## src/rtl/cache_arbiter.sv

```systemverilog
// Arbitrates the single pmem port between I-cache and D-cache line misses, one transfer in flight.
// Define ARB_FAIR_EN for round-robin between simultaneous requesters; default is fixed D-over-I priority.
module cache_arbiter #(
    parameter int LINE_W = 256,
    parameter int ADDR_W = 32
) (
    input  logic              clk,
    input  logic              reset,
    input  logic              i_read,
    input  logic [ADDR_W-1:0] i_address,
    output logic [LINE_W-1:0] i_rdata,
    output logic              i_resp,
    input  logic              d_read,
    input  logic              d_write,
    input  logic [ADDR_W-1:0] d_address,
    input  logic [LINE_W-1:0] d_wdata,
    output logic [LINE_W-1:0] d_rdata,
    output logic              d_resp,
    output logic              pmem_read,
    output logic              pmem_write,
    output logic [ADDR_W-1:0] pmem_address,
    output logic [LINE_W-1:0] pmem_wdata,
    input  logic [LINE_W-1:0] pmem_rdata,
    input  logic              pmem_resp
);

    localparam int OFFS = $clog2(LINE_W / 8);
    localparam logic [ADDR_W-1:0] ALIGN_MASK = ~((ADDR_W'(1) << OFFS) - ADDR_W'(1));

    typedef enum logic [1:0] {IDLE, SERVE_I, SERVE_D, RESP} state_t;

    state_t            state, next_state;
    logic              d_req;
    logic              grant_d, grant_i;
    logic              op_write;
    logic              served_d;
    logic [ADDR_W-1:0] addr_q;
    logic [LINE_W-1:0] wdata_q;

    assign d_req = d_read | d_write;

`ifdef ARB_FAIR_EN
    logic last_grant_d;

    // On contention the side that did not win last time goes first.
    always_comb begin
        grant_d = d_req;
        if (d_req && i_read) begin
            grant_d = !last_grant_d;
        end
        grant_i = i_read && !grant_d;
    end

    always_ff @(posedge clk) begin
        if (reset) begin
            last_grant_d <= 1'b0;
        end else if (state == IDLE && (grant_d || grant_i)) begin
            last_grant_d <= grant_d;
        end
    end
`else
    always_comb begin
        grant_d = d_req;
        grant_i = i_read && !d_req;
    end
`endif

    always_ff @(posedge clk) begin
        if (reset) begin
            state <= IDLE;
        end else begin
            state <= next_state;
        end
    end

    always_comb begin
        next_state = state;
        case (state)
            IDLE: begin
                if (grant_d) begin
                    next_state = SERVE_D;
                end else if (grant_i) begin
                    next_state = SERVE_I;
                end
            end
            SERVE_I, SERVE_D: begin
                if (pmem_resp) begin
                    next_state = RESP;
                end
            end
            default: next_state = IDLE;
        endcase
    end

    // Request fields are captured once at grant so requester changes mid-transfer are ignored.
    always_ff @(posedge clk) begin
        if (reset) begin
            addr_q   <= '0;
            wdata_q  <= '0;
            op_write <= 1'b0;
            served_d <= 1'b0;
            i_rdata  <= '0;
            d_rdata  <= '0;
        end else begin
            if (state == IDLE) begin
                if (grant_d) begin
                    addr_q   <= d_address & ALIGN_MASK;
                    wdata_q  <= d_wdata;
                    op_write <= d_write;
                    served_d <= 1'b1;
                end else if (grant_i) begin
                    addr_q   <= i_address & ALIGN_MASK;
                    op_write <= 1'b0;
                    served_d <= 1'b0;
                end
            end
            if (pmem_resp && !op_write) begin
                if (state == SERVE_D) begin
                    d_rdata <= pmem_rdata;
                end else if (state == SERVE_I) begin
                    i_rdata <= pmem_rdata;
                end
            end
        end
    end

    always_comb begin
        pmem_read    = (state == SERVE_I || state == SERVE_D) && !op_write;
        pmem_write   = (state == SERVE_I || state == SERVE_D) && op_write;
        pmem_address = addr_q;
        pmem_wdata   = wdata_q;
        i_resp       = (state == RESP) && !served_d;
        d_resp       = (state == RESP) && served_d;
    end

endmodule

```

## config.mk

```make
export PLATFORM = sky130hd
export DESIGN_NAME = cache_arbiter
export DESIGN_NICKNAME = d
export VERILOG_FILES = /design/src/rtl/cache_arbiter.sv
export SDC_FILE = /design/constraint.sdc
export NUM_CORES = 2
export LEC_CHECK = 0
export CAP_MARGIN = 10
export CORE_AREA = 4 4 531 533
export DETAILED_ROUTE_END_ITERATION = 10
export DIE_AREA = 0 0 535 537
export GPL_TIMING_DRIVEN = 0
export HOLD_SLACK_MARGIN = 0.15
export SYNTH_ARGS = -nofsm -noshare
export SYNTH_HDL_FRONTEND = slang
export SYNTH_SLANG_ARGS = --single-unit
```

## constraint.sdc

```tcl
create_clock -name clk -period 1.8 [get_ports clk]
set_input_delay 0.36 -clock clk [delete_from_list [all_inputs] [get_ports clk]]
set_output_delay 0.36 -clock clk [all_outputs]
set_load 0.01 [all_outputs]
```

==> impl_metrics.env <==
export IMPL_antenna_left=0
export IMPL_rsz0062_at_grt="true"
export IMPL_netlist_top_cell_by_area="dfxtp_1"
export IMPL_dp_cells=8606
export IMPL_seqCellArea_mm2=0.0162
export IMPL_numCtsBuffers=94
export IMPL_grt_pass1_wl_um=297000
export IMPL_holdCritPathClass="in2reg"
export IMPL_reg2reg_from="state[0]$_SDFFE_PP0P_"
export IMPL_nets=6063
export IMPL_max_slew_worst_pin_slew_ns=1.02
export IMPL_p_int_mw=40.1
export IMPL_crit_arrival_ns=1.81
export IMPL_p_seq_share_pct=34.6
export IMPL_routed_wl_um=233000
export IMPL_dr_total_vias=33600
export IMPL_grt_busiest_layer="met2"
export IMPL_final_cells=9298
export IMPL_cp_max_fo=3
export IMPL_final_setup_worst_slack_ns=-0.370
export IMPL_cts_buffer_depth=4
export IMPL_layout_common_cells="1564 x nand2_1, 731 x a21oi_1, 671 x dfxtp_1, 568 x clkdlybuf4s50_1, 523 x buf_2"
export IMPL_port_buffers=1367
export IMPL_place_gp_congestion=0.943
export IMPL_drive_gt1_share_pct=23.0
export IMPL_grt_use_met1_pct=16.3
export IMPL_hpwl_um=194000
export IMPL_clkTransAtPathRegs_ns=0.06
export IMPL_setup_viol=384
export IMPL_layout_min_cycle_time_ns=2.17
export IMPL_grt_max_degree=14
export IMPL_vdd_ir_drop_max_mv=0.751
export IMPL_grt_antenna_before_repair=177
export IMPL_clockPowerShare_pct=30.8
export IMPL_hold_violations=0
export IMPL_violations="negative setup slack"
export IMPL_first_pass_iters=7
export IMPL_area_delta_synth_final_pct=92.5
export IMPL_power_frac_comb_pct=34.6
export IMPL_die_w_um=535
export IMPL_met3_usage_pct=7.35
export IMPL_critPathRequiredTime_ns=1.44
export IMPL_switching_power_mw=23.2
export IMPL_p_sw_share_pct=36.7
export IMPL_netlist_instances=3529
export IMPL_post_synth_num_cell_types=32
export IMPL_track_usage_pct=15.3
export IMPL_wire_per_inst_um=25.1
export IMPL_cts_sinks=799
export IMPL_synth_area_mm2=0.0280
export IMPL_rows=193
export IMPL_whs_ns=0.222
export IMPL_start_util_pct=10.1
export IMPL_coreArea_mm2=0.276
export IMPL_htreeDepth=3
export IMPL_ys_warn_count=0
export IMPL_skew_ns=0.0689
export IMPL_multiInputGateArea_mm2=0.0107
export IMPL_drtIter0Drc=2254
export IMPL_fmax_mhz=461
export IMPL_leakagePower_nw=20.3
export IMPL_clock_root_buffer="clkbuf_16"
export IMPL_grt_pass1_vias=31600
export IMPL_grt_overflow_total=0
export IMPL_io_pins=1386
export IMPL_clk_latency_ns=0.82
export IMPL_final_common_cell="nand2_1"
export IMPL_viasPerCell=3.61
export IMPL_num_fill_cells=30900
export IMPL_end_kind="primary output"
export IMPL_status="finished, violations left"
export IMPL_critPathKind="reg2out"
export IMPL_cap_viol_max_count=0
export IMPL_critPathLaunch="state[0]$_SDFFE_PP0P_"
export IMPL_cp_start_kind="flop"
export IMPL_fin_crit_sh_pct=121
export IMPL_grt_use_met2_pct=25.4
export IMPL_slowest_delay_ns=0.36
export IMPL_post_route_drc_count=0
export IMPL_cts_tree="yes"
export IMPL_power_density_mw_per_mm2=1180
export IMPL_crit_slowest_cell="dfxtp_4"
export IMPL_die_area_mm2=0.287
export IMPL_die_h_um=537
export IMPL_netlist_area_leader_share_pct=57.2
export IMPL_cp_cell_sequence="inv_4 -> ha_4 -> buf_6 -> and2_4 -> buf_6"
export IMPL_hold_start="d_wdata[26]"
export IMPL_finalMaxSlewViolations=0
export IMPL_synth_area_leaders="dfxtp_1 57%, nand2_1 21%, a21oi_1 14%"
export IMPL_max_slew_margin_pct=31.9
export IMPL_cp_common_cell="buf_6"
export IMPL_syn_avg_cell_area_um2=7.92
export IMPL_yosysSeqAreaShare_pct=57.2
export IMPL_synth_seq_cells=799
==> worst paths after layout <==
path / to / slack (ns) / cells past startpoint
worst max-delay path: pmem_write / -0.37 / 5
worst min-delay path: pmem_wdata[26]$_SDFFE_PP0P_ / 0.22 / 3
worst max register to register: i_rdata[166]$_SDFFE_PP0P_ / -0.27 / 11
worst min register to register: pmem_wdata[147]$_SDFFE_PP0P_ / 0.45 / 2
==> timing repair <==
item                                   in CTS  in global routing
resized for setup                        3443                 41
setup buffers                              25                  6
setup endpoints to repair                1572                764
hold buffers                              433                  0
endpoints found under the hold margin     562                  0
pin swaps                                   1                  1
gates cloned                               17                  1
==> cell usage after synthesis <==
cell,n
nor2b_1,3
nand2_1,1566
inv_1,3
o21ai_0,30
a21oi_2,10
nor4bb_1,1
and3b_1,1
dfxtp_1,799
ha_1,5
clkbuf_1,84
a22oi_1,1
a22o_1,2
nand4bb_1,1
nor3_1,1
a21oi_1,759
o41ai_1,1
buf_2,156
o21a_1,1
a311oi_1,27
nor2_1,28
nor2_2,1
buf_6,23
o21ai_2,1
buf_8,1
nor4b_1,1
nand3b_1,1
o21ba_2,1
buf_1,8
o31a_1,1
and2_1,2
buf_4,9
conb_1,1
==> metal layers <==
metal  share of wire [%]  vias to the layer above
met5                0.45                        -
met1                  36                    15700
li1                    -                    15400
met3                  12                      536
met2                  46                     1776
met4                 5.3                      162
==> power groups by stage <==
stage	clock [mW]	sequential, mW	combinational [mW]
floorplan	0	22.9	7.04
global placement	0	22.0	20.7
detailed placement	0	22.1	20.7
CTS	20.0	21.9	22.0
global route	20.6	22.2	23.3
finish	19.5	21.9	21.9
==> sequential cells by signal (all words and copies together), names as in the netlist <==
register      flops
op_write          1
pmem_address     27
served_d          1
d_rdata         256
state             2
pmem_wdata      256
i_rdata         256
==> area by class of cell <==
cell class              instances  share of cell area [%]
diodes                         54                   0.251
plain buffers                 279                    3.62
clock buffers                 129                    4.95
clock inverters                30                   0.693
inverters                       3                  0.0256
multi-input cells            2450                    19.9
flip-flops and latches        799                    30.1
well taps                    3705                    8.61
repair buffers               1849                    31.9
==> stage by stage <==
step | utilization, % | worst slack [ns] | power [mW] | TNS (ns) | area (um^2)
2_1_floorplan | - | 0.234 | 29.9 | 0 | 28000
3_3_place_gp | 16.7 | -1.62 | 42.7 | -854.00 | 46300
3_5_place_dp | 16.8 | -1.59 | 42.8 | -827.64 | 46300
4_1_cts | 19.3 | -0.562 | 63.9 | -28.62 | 53500
5_1_grt | 19.4 | -0.529 | 66.1 | -98.06 | 53700
6_report | 19.5 | -0.370 | 63.3 | -38.90 | 53800
==> cells by family after synthesis <==
family,share of synthesized area (%)
simple gates,21.7
compound gates,15.5
flops,57.2
buf+inv,5.29
fa+ha+maj,0.224
other cells,0.0134
==> worst max-delay path, delay by kind of cell (launching register included) <==
| kind | cells | cell delay [ns] |
|---|---|---|
| flops | 1 | 0.36 |
| buf+inv | 3 | 0.29 |
| simple gates | 1 | 0.16 |
| fa+ha+maj | 1 | 0.24 |
Note: power is estimated with default switching activity, not from simulation.
